**src/rtl/gcount_burst_ctl_if.sv**
```systemverilog
// Harness-facing bundle of the Gray-counter burst sequencer.
// The harness drives through the master modport; the sequencer attaches to slave.
interface gcount_burst_ctl_if #(
    parameter int WIDTH = 32
);
    logic             start;
    logic             abort;
    logic [WIDTH-1:0] run_len;
    logic [7:0]       gap_len;
    logic [7:0]       burst_cnt;
    logic [WIDTH-1:0] q;
    logic [WIDTH-1:0] q_bin;
    logic             cnt_en;
    logic             busy;
    logic             done;
    logic [7:0]       burst_idx;

    modport master (
        output start, abort, run_len, gap_len, burst_cnt,
        input  q, q_bin, cnt_en, busy, done, burst_idx
    );

    modport slave (
        input  start, abort, run_len, gap_len, burst_cnt,
        output q, q_bin, cnt_en, busy, done, burst_idx
    );
endinterface

```
**src/rtl/gcount_burst_ctl.sv**
```systemverilog
// Burst sequencer for the power-measurement Gray counter.
// Clears the counter, counts for run_len cycles, idles for gap_len cycles,
// repeats for burst_cnt bursts, then publishes the final count in binary.
// All outputs are registered so activity windows are exactly cycle-bounded.
module gcount_burst_ctl #(
    parameter int WIDTH = 32
) (
    input logic               clk,
    input logic               reset,
    gcount_burst_ctl_if.slave bus
);

    localparam logic [2:0] ST_IDLE  = 3'd0;
    localparam logic [2:0] ST_CLEAR = 3'd1;
    localparam logic [2:0] ST_RUN   = 3'd2;
    localparam logic [2:0] ST_GAP   = 3'd3;
    localparam logic [2:0] ST_DONE  = 3'd4;

    localparam logic [WIDTH-1:0] ONE_W = {{(WIDTH-1){1'b0}}, 1'b1};

    // Binary to Gray conversion.
    function automatic logic [WIDTH-1:0] bin2gray(input logic [WIDTH-1:0] b);
        return b ^ (b >> 1'b1);
    endfunction

    // Gray to binary conversion (prefix XOR from the MSB down).
    function automatic logic [WIDTH-1:0] gray2bin(input logic [WIDTH-1:0] g);
        logic [WIDTH-1:0] b;
        b[WIDTH-1] = g[WIDTH-1];
        for (int i = WIDTH - 2; i >= 0; i--) begin
            b[i] = b[i+1] ^ g[i];
        end
        return b;
    endfunction

    logic [2:0]       state_q,     state_d;
    logic [WIDTH-1:0] q_q,         q_d;
    logic [WIDTH-1:0] q_bin_q,     q_bin_d;
    logic [7:0]       burst_idx_q, burst_idx_d;
    logic [WIDTH-1:0] run_cyc_q,   run_cyc_d;
    logic [7:0]       gap_cyc_q,   gap_cyc_d;
    logic [WIDTH-1:0] run_len_q,   run_len_d;
    logic [7:0]       gap_len_q,   gap_len_d;
    logic [7:0]       burst_cnt_q, burst_cnt_d;
    logic             cnt_en_q;
    logic             busy_q;
    logic             done_q;

    logic [WIDTH-1:0] bin_inc_s;
    logic [7:0]       n_eff_s;
    logic             run_last_s;
    logic             gap_last_s;
    logic             more_s;

    // Derived conditions: next binary count, effective burst count, end-of-phase flags.
    always_comb begin
        bin_inc_s  = gray2bin(q_q) + ONE_W;
        n_eff_s    = (burst_cnt_q == 8'd0) ? 8'd1 : burst_cnt_q;
        run_last_s = (run_cyc_q == (run_len_q - ONE_W));
        gap_last_s = (gap_cyc_q == (gap_len_q - 8'd1));
        more_s     = (({1'b0, burst_idx_q} + 9'd1) < {1'b0, n_eff_s});
    end

    // Sequencer next-state and datapath update; abort wins in every busy state.
    always_comb begin
        state_d     = state_q;
        q_d         = q_q;
        q_bin_d     = q_bin_q;
        burst_idx_d = burst_idx_q;
        run_cyc_d   = run_cyc_q;
        gap_cyc_d   = gap_cyc_q;
        run_len_d   = run_len_q;
        gap_len_d   = gap_len_q;
        burst_cnt_d = burst_cnt_q;
        case (state_q)
            ST_IDLE: begin
                if (bus.start && !bus.abort) begin
                    run_len_d   = bus.run_len;
                    gap_len_d   = bus.gap_len;
                    burst_cnt_d = bus.burst_cnt;
                    state_d     = ST_CLEAR;
                end else begin
                    state_d = ST_IDLE;
                end
            end
            ST_CLEAR: begin
                if (bus.abort) begin
                    state_d = ST_IDLE;
                end else begin
                    q_d         = '0;
                    burst_idx_d = 8'd0;
                    run_cyc_d   = '0;
                    if (run_len_q == '0) begin
                        // Nothing to count: the final count is the cleared value.
                        q_bin_d = '0;
                        state_d = ST_DONE;
                    end else begin
                        state_d = ST_RUN;
                    end
                end
            end
            ST_RUN: begin
                if (bus.abort) begin
                    state_d = ST_IDLE;
                end else begin
                    q_d = bin2gray(bin_inc_s);
                    if (run_last_s) begin
                        burst_idx_d = burst_idx_q + 8'd1;
                        run_cyc_d   = '0;
                        gap_cyc_d   = 8'd0;
                        if (!more_s) begin
                            // Snapshot includes the increment taken on this edge.
                            q_bin_d = bin_inc_s;
                            state_d = ST_DONE;
                        end else if (gap_len_q == 8'd0) begin
                            state_d = ST_RUN;
                        end else begin
                            state_d = ST_GAP;
                        end
                    end else begin
                        run_cyc_d = run_cyc_q + ONE_W;
                    end
                end
            end
            ST_GAP: begin
                if (bus.abort) begin
                    state_d = ST_IDLE;
                end else if (gap_last_s) begin
                    run_cyc_d = '0;
                    state_d   = ST_RUN;
                end else begin
                    gap_cyc_d = gap_cyc_q + 8'd1;
                end
            end
            ST_DONE: begin
                state_d = ST_IDLE;
            end
            default: begin
                state_d = ST_IDLE;
            end
        endcase
    end

    // State, datapath and registered status outputs.
    always_ff @(posedge clk or negedge reset) begin
        if (!reset) begin
            state_q     <= ST_IDLE;
            q_q         <= '0;
            q_bin_q     <= '0;
            burst_idx_q <= 8'd0;
            run_cyc_q   <= '0;
            gap_cyc_q   <= 8'd0;
            run_len_q   <= '0;
            gap_len_q   <= 8'd0;
            burst_cnt_q <= 8'd0;
            cnt_en_q    <= 1'b0;
            busy_q      <= 1'b0;
            done_q      <= 1'b0;
        end else begin
            state_q     <= state_d;
            q_q         <= q_d;
            q_bin_q     <= q_bin_d;
            burst_idx_q <= burst_idx_d;
            run_cyc_q   <= run_cyc_d;
            gap_cyc_q   <= gap_cyc_d;
            run_len_q   <= run_len_d;
            gap_len_q   <= gap_len_d;
            burst_cnt_q <= burst_cnt_d;
            cnt_en_q    <= (state_d == ST_RUN);
            busy_q      <= (state_d != ST_IDLE);
            done_q      <= (state_d == ST_DONE);
        end
    end

    assign bus.q         = q_q;
    assign bus.q_bin     = q_bin_q;
    assign bus.cnt_en    = cnt_en_q;
    assign bus.busy      = busy_q;
    assign bus.done      = done_q;
    assign bus.burst_idx = burst_idx_q;

endmodule

```
**src/flat_wrapper.sv**
```systemverilog
// flat-port wrapper written by rule: the top's interface ports become plain ports
module gcount_burst_ctl_flat 
#(
    parameter int WIDTH = 32
)
  (clk, reset, bus_start, bus_abort, bus_run_len, bus_gap_len, bus_burst_cnt, bus_q, bus_q_bin, bus_cnt_en, bus_busy, bus_done, bus_burst_idx);
  gcount_burst_ctl_if #(.WIDTH(WIDTH)) bus_i ();
  input logic clk;
  input logic reset;
  input wire logic [$bits(bus_i.start)-1:0] bus_start;
  input wire logic [$bits(bus_i.abort)-1:0] bus_abort;
  input wire logic [$bits(bus_i.run_len)-1:0] bus_run_len;
  input wire logic [$bits(bus_i.gap_len)-1:0] bus_gap_len;
  input wire logic [$bits(bus_i.burst_cnt)-1:0] bus_burst_cnt;
  output wire logic [$bits(bus_i.q)-1:0] bus_q;
  output wire logic [$bits(bus_i.q_bin)-1:0] bus_q_bin;
  output wire logic [$bits(bus_i.cnt_en)-1:0] bus_cnt_en;
  output wire logic [$bits(bus_i.busy)-1:0] bus_busy;
  output wire logic [$bits(bus_i.done)-1:0] bus_done;
  output wire logic [$bits(bus_i.burst_idx)-1:0] bus_burst_idx;
  assign bus_i.start = bus_start;
  assign bus_i.abort = bus_abort;
  assign bus_i.run_len = bus_run_len;
  assign bus_i.gap_len = bus_gap_len;
  assign bus_i.burst_cnt = bus_burst_cnt;
  assign bus_q = bus_i.q;
  assign bus_q_bin = bus_i.q_bin;
  assign bus_cnt_en = bus_i.cnt_en;
  assign bus_busy = bus_i.busy;
  assign bus_done = bus_i.done;
  assign bus_burst_idx = bus_i.burst_idx;
  gcount_burst_ctl #(.WIDTH(WIDTH)) u_core (.clk(clk), .reset(reset), .bus(bus_i));
endmodule
```
**config.mk**
```make
export PLATFORM = sky130hd
export DESIGN_NAME = gcount_burst_ctl_flat
export DESIGN_NICKNAME = d
export VERILOG_FILES = /design/src/rtl/gcount_burst_ctl_if.sv /design/src/rtl/gcount_burst_ctl.sv /design/src/flat_wrapper.sv
export SDC_FILE = /design/constraint.sdc
export NUM_CORES = 1
export LEC_CHECK = 0
export CORE_ASPECT_RATIO = 1.4
export CORE_MARGIN = 3
export CORE_UTILIZATION = 57
export CTS_CLUSTER_DIAMETER = 40
export DETAILED_ROUTE_END_ITERATION = 7
export MAX_ROUTING_LAYER = met4
export PLACE_DENSITY = 0.8
export SLEW_MARGIN = 0
export SYNTH_ARGS = -nofsm -noshare
export SYNTH_HDL_FRONTEND = slang
export SYNTH_SLANG_ARGS = --single-unit
```
**constraint.sdc**
```tcl
create_clock -name clk -period 16.4 [get_ports clk]
set_clock_uncertainty 0.05 [all_clocks]
set_input_delay 1.64 -clock clk [delete_from_list [all_inputs] [get_ports clk]]
set_output_delay 1.64 -clock clk [all_outputs]
set_load 0.03 [all_outputs]
```
==> results of run 1 <==
-- layer usage --
layer | up-vias | share of wire
met5 | - | 0
met4 | 0 | 0.027
met3 | 66 | 0.055
met2 | 241 | 0.52
met1 | 4266 | 0.40
li1 | 4215 | -
-- final cells by class --
type,instances,area [um2],area share
flip-flops and latches,166,4150,0.332
inverters,99,372,0.0297
repair buffers,134,1320,0.106
multi-input cells,823,5760,0.460
well taps,240,300,0.0240
clock inverters,12,144,0.0115
clock buffers,20,457,0.0365
-- worst min-delay path by stage --
| stage | endpoint |
|---|---|
| floorplan | u_core.burst_cnt_q[0]$_DFFE_PN0P_ |
| global placement | u_core.bus.q[20]$_DFFE_PN0P_ |
| detailed placement | u_core.bus.q_bin[31]$_DFFE_PN0P_ |
| CTS | u_core.bus.q_bin[28]$_DFFE_PN0P_ |
| global route | u_core.bus.q_bin[28]$_DFFE_PN0P_ |
| finish | u_core.bus.q_bin[28]$_DFFE_PN0P_ |
-- synthesized netlist by cell type, types with 8 or more instances --
library cell | n | share of area
nand2_1 | 137 | 0.049
a21oi_1 | 28 | 0.013
o21ai_0 | 46 | 0.022
mux2i_1 | 15 | 0.014
buf_2 | 14 | 0.0067
mux2_2 | 49 | 0.052
or4_1 | 13 | 0.0093
nor2_1 | 32 | 0.011
a22o_1 | 13 | 0.011
a21o_1 | 11 | 0.0078
nand4_1 | 30 | 0.018
and3_1 | 19 | 0.011
dfrtp_1 | 166 | 0.39
and4_1 | 8 | 0.0067
nand2b_1 | 10 | 0.0059
o31ai_1 | 10 | 0.0071
xor2_1 | 36 | 0.030
o21ai_1 | 36 | 0.017
ha_1 | 43 | 0.051
or3_1 | 14 | 0.0083
clkbuf_1 | 33 | 0.012
xnor2_1 | 81 | 0.067
nand3_1 | 36 | 0.017
inv_1 | 97 | 0.035
nor3_1 | 25 | 0.012
nor4_1 | 26 | 0.015
-- state kept, by name, summed over array words and instances (netlist names), 3 cells and up --
signal / flops
u_core.run_len_q: 32
u_core.run_cyc_q: 32
u_core.bus.burst_idx: 8
u_core.bus.q_bin: 32
u_core.bus.q: 32
u_core.gap_len_q: 8
u_core.state_q: 3
u_core.burst_cnt_q: 8
u_core.gap_cyc_q: 8
-- power groups by stage --
stage          Sequential (mW)  Clock (mW)  Combinational [mW]
5_1_grt                  0.507       0.431               0.284
4_1_cts                  0.500       0.416               0.256
6_report                 0.501       0.408               0.256
2_1_floorplan            0.490           0               0.187
3_5_place_dp             0.507           0               0.253
3_3_place_gp             0.506           0               0.246
-- through the flow --
step | cells | util | hold WS [ps] | worst slack (ps) | instance area, um2
finish | 1494 | 0.692 | 457 | 3140 | 12500
global route | 1494 | 0.692 | 473 | 2190 | 12500
CTS | 1494 | 0.692 | 460 | 3100 | 12500
detailed placement | 1462 | 0.659 | 446 | 3180 | 11900
global placement | 1462 | 0.659 | 435 | 3580 | 11900
floorplan | 1145 | - | 430 | 4110 | 10500
-- logic make-up (layout without fill, tap and decap cells) --
logic type,Yosys count,count (layout),share of synthesized area
DFF,166,166,0.394
and+or+nand+nor,397,397,0.205
adders and majority gates,43,43,0.0511
muxes,66,66,0.0688
buffers and inverters,156,265,0.0597
AOI/OAI and AO/OA,200,200,0.124
xor gates and xnor gates,117,117,0.0973
-- critical path: cells and delay by family, from the launching register on --
| family | cells | cell delay [ps] |
|---|---|---|
| AOI/OAI and AO/OA | 2 | 270 |
| buffers and inverters | 29 | 1560 |
| and+or+nand+nor | 6 | 1990 |
| adders and majority gates | 30 | 8470 |
| xor gates and xnor gates | 2 | 360 |
| DFF | 1 | 440 |
==> results by group, run 1 <==
Run status
  – Outcome: finished clean

Min path
  – Hold Path Stages: 1
  – Hold Startpoint: u_core.bus.q_bin[28]$_DFFE_PN0P_
  – Hold Path Class: register to register

Route
  – WL/cell: 17.5 um
  – Vias: 8788
  – Final WL: 26.1 mm
  – Iteration-0 DRC Markers: 560
  – DR vias/cell: 5.88
  – First drt pass iteration count: 5
  – DRC viols: 0
  – Antenna viol nets, final: 0

Cells and area
  – P&R area growth vs syn: 18.7%
  – Commonest cells after routing, fill and taps aside: dfrtp_1 (166), nand2_1 (137), clkdlybuf4s50_1 (125), inv_1 (97), xnor2_1 (81)
  – Fill cell count: 1412
  – Final net count: 1336
  – ANT cells: 0
  – Most common cell after layout, fill and taps aside: dfrtp_1
  – Layout cell share with drive strength beyond 1: 0.0941

Timing
  – RSZ-0062 raised after global routing: false
  – Final Setup Violations: 0
  – Slew headroom: 0.185
  – Crit path time final: 13260 ps
  – Worst slew pin tran: 1220 ps
  – Hold Vio Cnt, Final: 0
  – Pins over their slew limit: 0
  – Fmax: approximately 0.075 GHz
  – Setup TNS: 0 ps
  – Final period utilization: 0.809

Die
  – Die X: between 100 and 150 um
  – Die area: 20200 um2
  – Initial core utilization: 0.583
  – Core ar.: approximately 18000 um2
  – # IOs: 127
  – Die Height: 167 um
  – Row cnt: 58

Setup path
  – WP data arrival: 13500 ps
  – R2R Path Start: u_core.bus.q[31]$_DFFE_PN0P_
  – Critical path launch point type: register
  – CP max FO: 5
  – Setup CP Type: register to register
  – Worst Setup SP: u_core.bus.q[31]$_DFFE_PN0P_
  – Max incr delay on CP: 600 ps
  – Critical R2R Capture: u_core.bus.q[30]$_DFFE_PN0P_
  – CP endpoint kind: register
  – Crit path top cell by count: ha_1
  – Slowest cell on the critical path: nor4_1
  – Setup crit end: u_core.bus.q[30]$_DFFE_PN0P_
  – FF-to-FF path depth: 69
  – Crit path required time: 16630 ps
  – Setup slack, reg-to-reg: 3140 ps

Global routing
  – GRT busiest layer: met2
  – Met3 usage: 0.0588
  – Number of global-route vias before repair: 8945
  – Met2 usage in global routing: 0.464
  – Largest net degree at the start of global routing: 107
  – Grt total ovfl: 0
  – Initial antenna violation count: 0
  – First-pass GRT wire length: around 43 mm
  – Gr usage total: 0.271
  – Met1 Use GR: 0.312

CTS
  – CTS Sinks: 166
  – TritonCTS clock tree: done
  – PostCTS Resize Cnt: 0
  – Latest clock arrival within the worst-skew pair: between 400 and 500 ps
  – CTS Hold Bufs: 0
  – CTS Root Buffer Type: clkbuf_16
  – CTS buffer count: 17
  – Clk buf depth: 2
  – H-tree depth: 4
  – Clk slew on worst S/H paths: 70 ps
  – Post-CTS Setup Inserts: 0

Flow run
  – Max_cap viols: 0

Pwr
  – P_sw: 0.370 mW
  – Total power: 1.17 mW
  – PwrDens: just over 90 nW/um2
  – Net Sw Frac: 0.318
  – Cell Int Power: 0.795 mW
  – Comb power frac: 0.220
  – Leak: 5.25 nW
  – Seq pwr share: 0.430
  – Clock network power share: 0.350
  – Max IR drop VDD: 69.3 uV

Synth
  – Fraction of registers with async set/reset: 1.00
  – Syn avg cell area: approximately 9.2 um2
  – Synthesized flop and latch total: 166
  – Post-Synthesis Cells: 1145
  – Post-synth EDFFs: 0
  – Yosys warning count: 0
  – Synth cell types: 73
  – Syn Nets: 1240
  – Post-Syn Area: 10500 um2
  – Synth Flop Type: dfrtp_1
  – Seq/Total Area, Yosys: 0.394

Placement
  – Port bufs: approximately 130
  – DPL Wire Length: 18.7 mm
  – Placer Congestion: 0.941
No activity file was read; power rests on OpenSTA's default activity.
==> inputs of run 2 (changes only) <==
clock period = 13.6 ns   (was 16.4 ns; I/O delays follow)
==> run 2 against run 1 <==
Critical path depth stayed put. Total power rose by 18%. Combinational power up 20%. Wire length grew 0.18%. Highest routed layer unchanged. Sequential power increased by 21%. Clock-buffer cell count decreased by 1. Via count grew 0.25%. Clock power increased by 13%. Die area is the same.
==> results by group, run 2 (same netlist as run 1, synthesis figures left out) <==
CTS
  – TritonCTS clock tree: done (unchanged)
  – H-tree depth: 4 (unchanged)
  – Clk buf depth: 2 (unchanged)
  – Latest clock arrival within the worst-skew pair: 430 ps (was 420 ps)
  – CTS Root Buffer Type: clkbuf_16 (unchanged)
  – Clk slew on worst S/H paths: 70 ps (about the same)
  – CTS Sinks: 166 (unchanged)
  – CTS Hold Bufs: 0 (unchanged)
  – Post-CTS Setup Inserts: 0 (unchanged)
  – CTS buffer count: 17 (unchanged)

Timing
  – Crit path time final: 12640 ps (was 13260 ps)
  – Hold Slack: 464 ps (was 457 ps)
  – Slew headroom: 0.242 (was 0.185)
  – Hold Vio Cnt, Final: 0 (unchanged)
  – Worst slew pin tran: 1130 ps (was 1220 ps)
  – Final Setup Violations: 0 (unchanged)
  – Final period utilization: 0.929 (was 0.809)
  – Fmax: 0.0791 GHz (was 0.0754 GHz)
  – Pins over their slew limit: 0 (unchanged)
  – Setup TNS: 0 ps (unchanged)
  – RSZ-0062 raised after global routing: false (unchanged)
  – Worst setup margin: 960 ps (was 3140 ps)

Setup path
  – Crit path top cell by count: ha_1 (unchanged)
  – Critical R2R Capture: u_core.bus.q[30]$_DFFE_PN0P_ (unchanged)
  – Setup slack, reg-to-reg: 960 ps (was 3140 ps)
  – R2R Path Start: u_core.bus.q[31]$_DFFE_PN0P_ (unchanged)
  – Critical path launch point type: register (unchanged)
  – Slowest cell on the critical path: dfrtp_1 (was nor4_1)
  – Setup CP Type: register to register (unchanged)
  – Crit path required time: 13840 ps (was 16630 ps)
  – FF-to-FF path depth: 69 (unchanged)
  – WP data arrival: 12880 ps (was 13500 ps)
  – CP max FO: 5 (unchanged)
  – Max incr delay on CP: 430 ps (was 600 ps)
  – Setup crit end: u_core.bus.q[30]$_DFFE_PN0P_ (unchanged)
  – CP endpoint kind: register (unchanged)
  – Worst Setup SP: u_core.bus.q[31]$_DFFE_PN0P_ (unchanged)

Route
  – DR vias/cell: 5.89 (was 5.88)
  – DRC viols: 0 (unchanged)
  – Final WL: 26.2 mm (was 26.1 mm)
  – Vias: 8810 (was 8788)
  – WL/cell: 17.5 um (about the same)
  – Antenna viol nets, final: 0 (unchanged)
  – Iteration-0 DRC Markers: 528 (was 560)
  – First drt pass iteration count: 7 (was 5)

Die
  – # IOs: 127 (unchanged)
  – Die X: 121 um (unchanged)
  – Row cnt: 58 (unchanged)
  – Die Height: 167 um (unchanged)
  – Die area: 20200 um2 (unchanged)
  – Core ar.: 18100 um2 (unchanged)
  – Initial core utilization: 0.583 (unchanged)

Placement
  – DPL Wire Length: 18.6 mm (was 18.7 mm)
  – Placed cell area: 11900 um2 (about the same)
  – Port bufs: 126 (unchanged)
  – Placer Congestion: 0.955 (was 0.941)
  – Post-Place Worst Slack: 490 ps (was 3180 ps)

Cells and area
  – Post-route cell area: 12500 um2 (about the same)
  – Commonest cells after routing, fill and taps aside: dfrtp_1 (166), nand2_1 (137), clkdlybuf4s50_1 (125), inv_1 (97), xnor2_1 (81) (unchanged)
  – Layout cell share with drive strength beyond 1: 0.0980 (was 0.0941)
  – Utilization after layout: 0.692 (about the same)
  – ANT cells: 0 (unchanged)
  – P&R area growth vs syn: 18.7% (about the same)
  – Final net count: 1337 (was 1336)
  – Most common cell after layout, fill and taps aside: dfrtp_1 (unchanged)

Flow run
  – Max_cap viols: 0 (unchanged)

Global routing
  – Number of global-route vias before repair: 8879 (was 8945)
  – Gr usage total: 0.272 (was 0.271)
  – Largest net degree at the start of global routing: 113 (was 107)
  – Grt total ovfl: 0 (unchanged)
  – Initial antenna violation count: 0 (unchanged)
  – First-pass GRT wire length: 43.5 mm (was 43.4 mm)

Pwr
  – Max IR drop VDD: 77.7 uV (was 69.3 uV)
  – Leak: 5.26 nW (was 5.25 nW)
  – PwrDens: 110 nW/um2 (was 93.2 nW/um2)

Min path
  – Hold Path Class: register to register (unchanged)

Run status
  – Outcome: finished clean (unchanged)
[run 2: layout make-up]
cell class | instances | area [um2]
clock buffer | 19 | 453
clock inverter | 13 | 113
fill | 1378 | 5560
inverter | 99 | 372
multi-input combinational | 823 | 5790
sequential | 166 | 4150
tap | 240 | 300
timing repair buffer | 135 | 1330
[run 2: worst min path at each step]
stage | start | to | slack (ps) | cells after the start
after floorplan | u_core.burst_cnt_q[0]$_DFFE_PN0P_ | u_core.burst_cnt_q[0]$_DFFE_PN0P_ | 430 | 1
after global placement | u_core.bus.q[29]$_DFFE_PN0P_ | u_core.bus.q[29]$_DFFE_PN0P_ | 440 | 2
after detailed placement | u_core.bus.q_bin[31]$_DFFE_PN0P_ | u_core.bus.q_bin[31]$_DFFE_PN0P_ | 440 | 1
after CTS | u_core.burst_cnt_q[0]$_DFFE_PN0P_ | u_core.burst_cnt_q[0]$_DFFE_PN0P_ | 460 | 1
after global routing | u_core.burst_cnt_q[0]$_DFFE_PN0P_ | u_core.burst_cnt_q[0]$_DFFE_PN0P_ | 480 | 1
final | u_core.burst_cnt_q[0]$_DFFE_PN0P_ | u_core.burst_cnt_q[0]$_DFFE_PN0P_ | 460 | 1
[run 2: report_power, final]
group          internal [mW]  switching [mW]  leakage, nW
sequential             0.534          0.0707         2.21
combinational          0.140           0.166         2.78
clock                  0.249           0.214        0.275
[run 2: worst max-delay path: cells and delay by family, from the launching register on]
| kind | cells | cell delay, ps |
|---|---|---|
| flip-flops | 1 | 430 |
| AO/OA/AOI/OAI | 2 | 250 |
| adder cells (fa/ha/maj) | 30 | 8380 |
| XOR/XNOR | 2 | 340 |
| AND/OR/NAND/NOR | 6 | 1540 |
| buffers and inverters | 29 | 1500 |
[run 2: stage by stage]
stage | std cells | total power, mW
floorplan | 1145 | 0.815
global placement | 1463 | 0.906
detailed placement | 1463 | 0.915
CTS | 1495 | 1.38
global route | 1495 | 1.44
finish | 1495 | 1.37
[run 2: what timing repair did]
action | in CTS | in global routing
endpoints found under the hold margin | 0 | 0
gates resized for setup | 0 | 4
setup endpoints to repair | 0 | 15
[run 2: layer usage]
metal,share of wire,track usage,vias up
met5,0,-,-
met4,0.027,0.0937,0
met3,0.057,0.0645,62
met2,0.52,0.461,263
met1,0.40,0.313,4265
li1,-,-,4220
==> inputs of run 3 (changes only) <==
CORE_UTILIZATION = 58   (was 57)
CTS_BUF_LIST = sky130_fd_sc_hd__clkbuf_2 sky130_fd_sc_hd__clkbuf_4 sky130_fd_sc_hd__clkbuf_8   (was unset)
PLACE_DENSITY = 0.82   (was 0.8)
TNS_END_PERCENT = 20   (was unset)
==> run 3 against run 2 <==
Final area is 1.0% lower. First-iteration DRC count is 18% higher. Final cell count is 0.33% lower. Critical path depth stayed put. Total power is 4.9% lower. Global-route usage is 0.50 points higher. Register-to-register slack worse by 180 ps. Sequential share of layout area is 0.34 points higher. Largest cell class unchanged.
==> results by group, run 3 (same netlist as run 1, synthesis figures left out) <==
Pwr
  – Total power: 1.31 mW (was 1.37 mW)
  – Comb power frac: 0.236 (was 0.223)
  – PwrDens: 106 nW/um2 (was 110 nW/um2)
  – Leak: 5.22 nW (was 5.26 nW)
  – Max IR drop VDD: 76.1 uV (was 77.7 uV)
  – P_sw: 0.425 mW (was 0.450 mW)
  – Seq pwr share: 0.461 (was 0.440)
  – Net Sw Frac: 0.325 (was 0.328)
  – Clock network power share: 0.303 (was 0.337)
  – Cell Int Power: 0.881 mW (was 0.924 mW)

Timing
  – Final period utilization: 0.943 (was 0.929)
  – RSZ-0062 raised after global routing: false (unchanged)
  – Final Setup Violations: 0 (unchanged)
  – Setup TNS: 0 ps (unchanged)
  – Crit path time final: 12820 ps (was 12640 ps)
  – Fmax: 0.0780 GHz (was 0.0791 GHz)
  – Worst setup margin: 778 ps (was 960 ps)
  – Slew headroom: 0.207 (was 0.242)
  – Worst slew pin tran: 1190 ps (was 1130 ps)
  – Pins over their slew limit: 0 (unchanged)
  – Hold Vio Cnt, Final: 0 (unchanged)

Placement
  – Placed cell area: 11900 um2 (about the same)
  – Port bufs: 126 (unchanged)
  – DPL Wire Length: 18.6 mm (about the same)
  – Post-Place Worst Slack: 375 ps (was 490 ps)
  – Placer Congestion: 0.915 (was 0.955)

Setup path
  – WP data arrival: 13110 ps (was 12880 ps)
  – Critical R2R Capture: u_core.bus.q[30]$_DFFE_PN0P_ (unchanged)
  – Worst Setup SP: u_core.bus.q[31]$_DFFE_PN0P_ (unchanged)
  – CP max FO: 5 (unchanged)
  – Slowest cell on the critical path: dfrtp_1 (unchanged)
  – Setup CP Type: register to register (unchanged)
  – Critical path launch point type: register (unchanged)
  – Crit path required time: 13880 ps (was 13840 ps)
  – R2R Path Start: u_core.bus.q[31]$_DFFE_PN0P_ (unchanged)
  – Setup crit end: u_core.bus.q[30]$_DFFE_PN0P_ (unchanged)
  – FF-to-FF path depth: 69 (unchanged)
  – Crit path top cell by count: ha_1 (unchanged)
  – Max incr delay on CP: 440 ps (was 430 ps)
  – Setup slack, reg-to-reg: 780 ps (was 960 ps)
  – CP endpoint kind: register (unchanged)

CTS
  – Post-CTS Setup Inserts: 0 (unchanged)
  – H-tree depth: 4 (unchanged)
  – CTS Root Buffer Type: clkbuf_8 (was clkbuf_16)
  – Clk slew on worst S/H paths: 100 ps (was 70 ps)
  – CTS Sinks: 166 (unchanged)
  – CTS buffer count: 17 (unchanged)
  – Latest clock arrival within the worst-skew pair: 460 ps (was 430 ps)
  – CTS Hold Bufs: 0 (unchanged)
  – TritonCTS clock tree: done (unchanged)
  – Clk buf depth: 2 (unchanged)

Cells and area
  – Utilization after layout: 0.703 (was 0.692)
  – Post-route cell area: 12400 um2 (was 12500 um2)
  – Most common cell after layout, fill and taps aside: dfrtp_1 (unchanged)
  – Final net count: 1336 (was 1337)
  – Layout cell share with drive strength beyond 1: 0.0966 (was 0.0980)
  – P&R area growth vs syn: 17.5% (was 18.7%)
  – Commonest cells after routing, fill and taps aside: dfrtp_1 (166), nand2_1 (137), clkdlybuf4s50_1 (125), inv_1 (97), xnor2_1 (81) (unchanged)

Run status
  – Outcome: finished clean (unchanged)

Route
  – WL/cell: 17.5 um (about the same)
  – Vias: 8872 (was 8810)
  – Antenna viol nets, final: 0 (unchanged)
  – DR vias/cell: 5.95 (was 5.89)
  – Final WL: 26.1 mm (was 26.2 mm)
  – Iteration-0 DRC Markers: 623 (was 528)
  – First drt pass iteration count: 5 (was 7)
  – DRC viols: 0 (unchanged)

Die
  – Die X: 120 um (was 121 um)
  – Die Height: 165 um (was 167 um)
  – # IOs: 127 (unchanged)
  – Initial core utilization: 0.598 (was 0.583)
  – Core ar.: 17600 um2 (was 18100 um2)
  – Die area: 19800 um2 (was 20200 um2)
  – Row cnt: 57 (was 58)

Global routing
  – Largest net degree at the start of global routing: 100 (was 113)
  – Grt total ovfl: 0 (unchanged)
  – Gr usage total: 0.277 (was 0.272)
  – Initial antenna violation count: 0 (unchanged)
  – Number of global-route vias before repair: 9001 (was 8879)
  – First-pass GRT wire length: 43.4 mm (was 43.5 mm)

Flow run
  – Max_cap viols: 0 (unchanged)

Min path
  – Hold Path Class: register to register (unchanged)
run 3: changes by cell type in the layout (fill, tap and decap cells not counted), moves of 2 or more:
cell	before	now
clkbuf_16	17	0
bufinv_16	0	3
clkbuf_8	2	22
clkinv_4	4	2
inv_6	4	0
run 3: layer usage:
metal,global-route usage,vias up,share of wire
met1,0.312,4307,0.39
met4,0.103,0,0.028
met3,0.0661,67,0.060
met2,0.480,289,0.52
met5,-,-,0
li1,-,4209,-
run 3: area by class of cell:
type	count	area (um2)
tap	236	295
timing repair buffer	134	1320
inverter	99	372
sequential	166	4150
clock buffer	22	303
antenna	1	2.50
fill	1380	5230
multi-input combinational	823	5790
clock inverter	9	141
run 3: worst min-delay path by stage:
stage / startpoint / slack (ps) / to / cells past startpoint
floorplan: u_core.burst_cnt_q[0]$_DFFE_PN0P_ / 430 / u_core.burst_cnt_q[0]$_DFFE_PN0P_ / 1
global placement: u_core.bus.q[29]$_DFFE_PN0P_ / 440 / u_core.bus.q[29]$_DFFE_PN0P_ / 2
detailed placement: u_core.bus.q_bin[31]$_DFFE_PN0P_ / 440 / u_core.bus.q_bin[31]$_DFFE_PN0P_ / 1
CTS: u_core.bus.q_bin[31]$_DFFE_PN0P_ / 470 / u_core.bus.q_bin[31]$_DFFE_PN0P_ / 1
global route: u_core.bus.q[25]$_DFFE_PN0P_ / 490 / u_core.bus.q[25]$_DFFE_PN0P_ / 2
finish: u_core.bus.q[17]$_DFFE_PN0P_ / 470 / u_core.bus.q[17]$_DFFE_PN0P_ / 2
run 3: power groups by stage:
| stage | clock network (mW) | registers, mW | logic (mW) |
|---|---|---|---|
| 2_1_floorplan | 0 | 0.590 | 0.225 |
| 3_5_place_dp | 0 | 0.610 | 0.305 |
| 4_1_cts | 0.403 | 0.601 | 0.307 |
| 5_1_grt | 0.421 | 0.609 | 0.346 |
| 6_report | 0.395 | 0.603 | 0.308 |
| 3_3_place_gp | 0 | 0.610 | 0.296 |
run 3: timing repair:
item                                    4_1_cts  5_1_grt
endpoints found under the setup margin        0       14
hold endpoints to repair                      0        0
gates resized for setup                       0        5
run 3: stage by stage:
step                      instances  hold slack (ps)
final                          1490              468
after global routing           1489              490
after detailed placement       1458              443
after global placement         1458              437
after CTS                      1489              467
after floorplan                1145              430
run 3: worst max-delay path: cells and delay by family, from the launching register on:
family          cells  cell delay, ps
flops               1             440
compound gates      2             240
fa+ha+maj          30            8460
simple gates        6            1600
xor+xnor            2             320
buf+inv            29            1530
